## config.mk

```make
export PLATFORM = sky130hd
export DESIGN_NAME = keccak_pad_absorb
export DESIGN_NICKNAME = d
export VERILOG_FILES = /design/src/rtl/keccak_pad_absorb.sv
export SDC_FILE = /design/constraint.sdc
export NUM_CORES = 1
export LEC_CHECK = 0
export BUFFER_PORTS_ARGS = -buffer_cell sky130_fd_sc_hd__buf_2
export CAP_MARGIN = 20
export CORE_MARGIN = 3
export CORE_UTILIZATION = 30
export DETAILED_ROUTE_END_ITERATION = 8
export GPL_TIMING_DRIVEN = 0
export PLACE_DENSITY = 0.51
export SYNTH_ARGS = -nofsm -noshare
export SYNTH_HDL_FRONTEND = slang
export SYNTH_SLANG_ARGS = --single-unit
```

## constraint.sdc

```tcl
create_clock -name i_clk -period 4.5 [get_ports i_clk]
set_input_delay 0.675 -clock i_clk [delete_from_list [all_inputs] [get_ports i_clk]]
set_output_delay 0.675 -clock i_clk [all_outputs]
set_load 0.1 [all_outputs]
```

## src/rtl/keccak_pad_absorb.sv

```systemverilog
// rtl/keccak_pad_absorb.sv - Keccak pad10*1 padder and rate-block framer
// Streams a message in as words and emits rate-sized blocks with the padding merged in.
module keccak_pad_absorb #(
  parameter int BW_DATA    = 64,
  parameter int MAX_IBYTES = 1184,
  parameter int BW_IBLEN   = 11
) (
  input  logic                i_clk,
  input  logic                i_rstn,
  input  logic                i_start,
  input  logic [1:0]          i_mode,
  input  logic [BW_IBLEN-1:0] i_ibytes_len,
  input  logic [BW_DATA-1:0]  i_ibytes,
  input  logic                i_ibytes_valid,
  output logic                o_ibytes_ready,
  output logic [BW_DATA-1:0]  o_word,
  output logic                o_word_valid,
  input  logic                i_word_ready,
  output logic                o_blk_last,
  output logic                o_msg_last,
  output logic                o_busy,
  output logic                o_done
);
  localparam int NB = BW_DATA / 8;

  typedef logic [BW_IBLEN:0] off_t;
  typedef enum logic [1:0] {IDLE, DATA, PAD, DRAIN} state_e;

  function automatic logic [7:0] rate_of(input logic [1:0] m);
    case (m)
      2'd0:    rate_of = 8'd136;
      2'd1:    rate_of = 8'd72;
      2'd2:    rate_of = 8'd168;
      default: rate_of = 8'd136;
    endcase
  endfunction

  state_e              state_q;
  logic [BW_IBLEN-1:0] len_q;
  off_t                off_q;
  logic [7:0]          rw_q, wib_q, ds_q;
  logic [BW_DATA-1:0]  word_q;
  logic                valid_q, blk_last_q, msg_last_q, busy_q, done_q;

  logic [BW_IBLEN-1:0] len_sat;
  off_t                off_end, len_x, pos;
  logic                can_adv, load, blk_last_d, msg_last_d, last_data;
  logic [BW_DATA-1:0]  word_d;
  logic [7:0]          b;

  always_comb begin
    len_sat    = (i_ibytes_len > BW_IBLEN'(MAX_IBYTES)) ? BW_IBLEN'(MAX_IBYTES) : i_ibytes_len;
    len_x      = {1'b0, len_q};
    off_end    = off_q + off_t'(NB);
    can_adv    = !valid_q || i_word_ready;
    o_ibytes_ready = (state_q == DATA) && can_adv;
    load       = ((state_q == PAD) && can_adv) || (o_ibytes_ready && i_ibytes_valid);
    blk_last_d = (wib_q == rw_q - 8'd1);
    // The final block is the one whose end lies beyond the message length.
    msg_last_d = blk_last_d && (off_end > len_x);
    last_data  = (off_end >= len_x);
    word_d     = '0;
    pos        = '0;
    b          = '0;
    for (int k = 0; k < NB; k++) begin
      pos = off_q + off_t'(k);
      b   = ((state_q == DATA) && (pos < len_x)) ? i_ibytes[8*k +: 8] : 8'h00;
      if (pos == len_x) b = b ^ ds_q;
      if (msg_last_d && (k == NB - 1)) b = b | 8'h80;
      word_d[8*k +: 8] = b;
    end
  end

  always_ff @(posedge i_clk or negedge i_rstn) begin
    if (!i_rstn) begin
      state_q    <= IDLE;
      len_q      <= '0;
      off_q      <= '0;
      rw_q       <= '0;
      wib_q      <= '0;
      ds_q       <= '0;
      word_q     <= '0;
      valid_q    <= 1'b0;
      blk_last_q <= 1'b0;
      msg_last_q <= 1'b0;
      busy_q     <= 1'b0;
      done_q     <= 1'b0;
    end else begin
      done_q <= 1'b0;
      if (valid_q && i_word_ready) valid_q <= 1'b0;
      if (load) begin
        word_q     <= word_d;
        valid_q    <= 1'b1;
        blk_last_q <= blk_last_d;
        msg_last_q <= msg_last_d;
        off_q      <= off_end;
        wib_q      <= blk_last_d ? 8'd0 : wib_q + 8'd1;
      end
      case (state_q)
        IDLE: if (i_start) begin
          len_q   <= len_sat;
          rw_q    <= rate_of(i_mode) / 8'(NB);
          ds_q    <= i_mode[1] ? 8'h1F : 8'h06;
          off_q   <= '0;
          wib_q   <= '0;
          busy_q  <= 1'b1;
          state_q <= (len_sat == '0) ? PAD : DATA;
        end
        DATA: if (load) begin
          if (msg_last_d)     state_q <= DRAIN;
          else if (last_data) state_q <= PAD;
        end
        PAD: if (load && msg_last_d) state_q <= DRAIN;
        DRAIN: if (valid_q && i_word_ready) begin
          done_q  <= 1'b1;
          busy_q  <= 1'b0;
          state_q <= IDLE;
        end
        default: state_q <= IDLE;
      endcase
    end
  end

  assign o_word       = word_q;
  assign o_word_valid = valid_q;
  assign o_blk_last   = blk_last_q;
  assign o_msg_last   = msg_last_q;
  assign o_busy       = busy_q;
  assign o_done       = done_q;
endmodule
```

# Word level (Yosys, flattened, before mapping)
# Index checks and enable logic that the tools add are counted.
[word_totals] register_bits=115 elab_cells=125
[op_classes] addsub=10 muxes=41 eq_ne=19 magnitude_cmp=11 n_bitwise=8 reduce_logical=24
[ops] operator="8-bit two-way mux" count=21
[ops] operator="12-bit by 11-bit equality test with 1-bit output" count=8
[ops] operator="12-bit by 11-bit less-than comparator with 1-bit output" count=8
[ops] operator="8-bit XOR" count=8
[ops] operator="12-bit by 3-bit adder with 12-bit output, second input constant" count=4
[ops] operator="12-bit two-way mux" count=3
[ops] operator="12-bit by 2-bit adder with 12-bit output, second input constant" count=2
[ops] operator="8-bit case mux with 2 select lines" count=1
[ops] operator="1-bit logical AND" count=14
[ops] operator="2-bit two-way mux" count=7
[ops] operator="12-bit by 1-bit adder with 12-bit output, second input constant" count=1
[ops] operator="12-bit by 4-bit adder with 12-bit output, second input constant" count=1
[ops] operator="12-bit by 11-bit >= comparator with 1-bit output" count=1
[ops] operator="12-bit by 11-bit greater-than comparator with 1-bit output" count=1
[ops] operator="11-bit greater-than comparator, second input constant" count=1
[ops] operator="11-bit logical NOT" count=1
[ops] operator="11-bit two-way mux" count=1
[ops] operator="8-bit by 1-bit adder with 8-bit output, second input constant" count=1
[ops] operator="8-bit equality test" count=1
[ops] operator="2-bit case mux with 4 select lines" count=1
[ops] operator="2-bit equality test, second input constant" count=3
[ops] operator="2-bit != test, second input constant" count=3
[ops] operator="5-bit by 1-bit subtractor with 6-bit output, second input constant" count=1
[ops] operator="1-bit two-way mux" count=5
[ops] operator="other kinds (12)" count=15

# Longest topological paths before layout
[depth] word_depth=8 ltp_mapped=11

# Worst setup path before layout
# OpenSTA, ideal clock, no wires.
[synth_path] kind="register to register" startpoint="register off_q[4]" endpoint="register state_q[0]" t_required_ns=4.372 setup_time_ns=0.128 arrival_ns=2.576 stages_incl_launch_ff=11 slack_ns=1.796 path_cell_list="dfrtp_1 -> ha_1 -> nand3_1 -> xnor2_1 -> ha_1 -> and4_1 -> a221oi_1 -> a221oi_1 -> o211ai_2 -> a21oi_2 -> mux2_1"
[synth_between] elab_chain_cells=6
[synth_rtl] element="start: declaration" line="40" source="off_t off_q;"
[synth_rtl] element="start signal: assignment" line="96" source="off_q <= off_end;"
[synth_rtl] element="12-bit by 4-bit adder with 12-bit output *" line="54" source="off_end = off_q + off_t'(NB);"
[synth_rtl] element="12-bit by 11-bit greater-than comparator with 1-bit output" line="60" source="msg_last_d = blk_last_d && (off_end > len_x);"
[synth_rtl] element="1-bit logical AND" line="60"
[synth_rtl] element="2-bit two-way mux / 1-bit logical AND (equally long branches)" line="110, 113"
[synth_rtl] element="2-bit two-way mux / 2-bit by 1-bit != test with 1-bit output (equally long branches)"
[synth_rtl] element="2-bit case mux with 4 select lines / 5-bit AND reduction (equally long branches)"
[synth_rtl] element="end signal: assignment" line="107" source="state_q <= (len_sat == '0) ? PAD : DATA;"
[synth_rtl] element="end: declaration" line="38" source="state_e state_q;"
# Every way passes the cells marked *; elsewhere a longest branch is shown, timed or not. The select of a mux whose other input is x is not followed.
# A chain may end at the register's enable or synchronous reset.

# Final worst setup path
[layout_path] startpoint="register off_q[4]" endpoint="register state_q[1]"
# The elaborated chain is that of the path after synthesis.

==> results.md <==
- Outcome: complete, no violations
- Synthesized cell area: 5814 um^2
- CTS Root Cell: clkbuf_16
- Startpoint types: flop
- Ys async rst share: 100.0%
- Final Skew: 8.668 ps
- Post-CTS Hold Buffers: 0
- GPL Wtd Cong: 0.8190
- Cell variety after synth: 60
- Most common cell in the netlist: dfrtp_1
- FF+latch count, synth: 104
- Total Neg Setup Slack: 0 ps
- Final setup fails: 0
- Longest Clk Path Bufs: 2
- Worst min path class: input pin to asynchronous set/reset pin
- Post-route ant nets: 0
- Initial antenna violation count: 0
- WP data required: 4740 ps
- Clock Latency Late Sink: 360 ps
- Synth area leaders: dfrtp_1 45%, ha_1 9.0%, nand2_1 5.9%
- Final Critical Period: about 3200 ps
- Critical Path End Type: flop
- Top-level I/O count: ~150
- Num CTS Buffers: 9
- Worst EP arrival: roughly 3500 ps
- Number of buffers added on ports: 151
- Slew headroom: about half
- Worst-path clk slew: around 80 ps
- First-pass GRT wire length: 28430 um
- Pin count of the biggest net entering global routing: 56
- Achievable frequency: 0.3085 GHz
- Main synth FF type: dfrtp_1
- CTS tree: built
- H-tree Lvls: 3
- Yosys top cell area share: 44.76%
- Half-perimeter wire length after placement: 13410 um
- Total of warnings raised by yosys: 0
- Drt total wl: 17390 um
- Clock sink count: 104
- Final Hold Vio Count: 0
- Average cell area after synthesis: 9.363 um^2
- Synth area leader: dfrtp_1
- Row cnt: 50
- Die height: 145.2 um
- Post-synth EDFFs: 0
- Gr ovfl total: 0
- Die area: 21090 um^2
- Post-CTS Resized: 0
- Layout area overhead: 24.49%
- GRT Total Usage: 16.64%
- Critical path class: flop to flop
- Core Area: 18890 um^2
- Initial drt markers: between 200 and 300
- WL/cell: 16.57 um
- Slew @ Worst Pin: 750.8 ps
- Post-CTS setup buffers: 0
- Final period util: 72.04%
- N_diodes: 0
- # DRC: 0
- Vias post-DR: 5133
- Synth Instances: 621
- CP max FO: 8
- Vias in the first global route: 5144
- First-pass DRT Iterations: 4
- Unrepaired setup endpoints after global routing: no
- MaxCap Viol Count: 0
- Final Slew Violations: 0
- Vias/cell: 4.893
- Commonest cells in the netlist: 104 x dfrtp_1, 92 x nand2_1, 56 x nor2_1
- Initial Util: 30.77%
- Die W: 145.2 um
- Post-synthesis sequential area ratio: 44.76%
- Post-Syn Nets: 745
- Final nets: 908
- Layout cells sized above 1: 23.70%
[layout by cell type (no fill, tap or decap), types with 8 or more instances in the layout]
cell / instances
o21ai_1: 9
buf_2: 153
xor2_1: 10
dfrtp_1: 104
ha_1: 42
nand2_1: 92
nand3_1: 27
nor2_1: 56
xnor2_1: 12
inv_1: 22
a21oi_1: 44
clkbuf_1: 29
nand4_1: 8
a21o_1: 15
clkbuf_16: 9
a221o_1: 10
o21ai_0: 13
and3_1: 12
a22o_1: 12
[per-stage QoR]
stage | worst slack, ps | std cells | area [um^2] | hold WS [ps] | util, %
5_1_grt | 1021 | 1049 | 7238 | 399.1 | 38.31
2_1_floorplan | 1796 | 621 | 5814 | 379.4 | -
3_5_place_dp | 1248 | 1033 | 6925 | 450.4 | 36.66
6_report | 1258 | 1049 | 7238 | 357.1 | 38.31
4_1_cts | 1224 | 1049 | 7238 | 378.0 | 38.31
3_3_place_gp | 1265 | 1032 | 6895 | 448.1 | 36.50
[cells by family (layout without fill, tap and decap cells)]
family	Yosys count	after routing	share of synthesized area [%]
buf+inv	59	227	4.132
xor+xnor	23	23	3.701
compound gates	149	149	18.05
fa+ha+maj	42	42	9.038
simple gates	242	242	19.93
flops	104	104	44.76
mux	2	2	0.3873
[sequential cells by signal, indices dropped and copies added, names as in the netlist, 2 cells and up]
name / cells
ds_q: 2
state_q: 2
wib_q: 8
len_q: 11
off_q: 9
rw_q: 3
o_word: 64
[cell type report]
type                    instances  area, um^2
plain buffers                  37       157.7
clock inverters                 7       87.58
repair buffers                152       785.8
well taps                     260       325.3
fillers                      1966       11650
multi-input cells             458        2972
clock buffers                   9       225.2
inverters                      22       82.58
flip-flops and latches        104        2603
[routing by layer]
metal	track usage [%]	vias up	part of all wire (%)
met5	0	-	0
met4	2.754	0	0.72
met3	4.060	8	6.3
met2	25.78	166	44
met1	24.00	2419	49
li1	-	2540	-
[critical path, cell delays in order, from the launching register on]
cell	delay (ps)
dfrtp_1	540
ha_1	280
nand3_1	260
nor2_1	200
xor2_1	170
ha_1	270
a21o_1	200
a221oi_1	300
a221oi_1	170
o211ai_2	290
a21oi_2	130
mux2_1	320
[final timing paths]
check                                        from                     end  slack, ps  depth (start not counted)
setup / recovery               off_q[4]$_DFF_PN0_  state_q[1]$_DFFE_PN0P_       1260                         11
hold / removal                             i_rstn  o_word[49]$_DFFE_PN0N_        360                          1
setup reg to reg               off_q[4]$_DFF_PN0_  state_q[1]$_DFFE_PN0P_       1260                         11
hold reg to reg            o_word[23]$_DFFE_PN0N_  o_word[23]$_DFFE_PN0N_        460                          2
max in group asynchronous                  i_rstn      wib_q[3]$_DFF_PN0_       3420                          2
min in group i_clk         o_word[23]$_DFFE_PN0N_  o_word[23]$_DFFE_PN0N_        460                          2
Power is not shown: default switching activity piles up to over one toggle a cycle in this logic, so the estimate is an artifact.
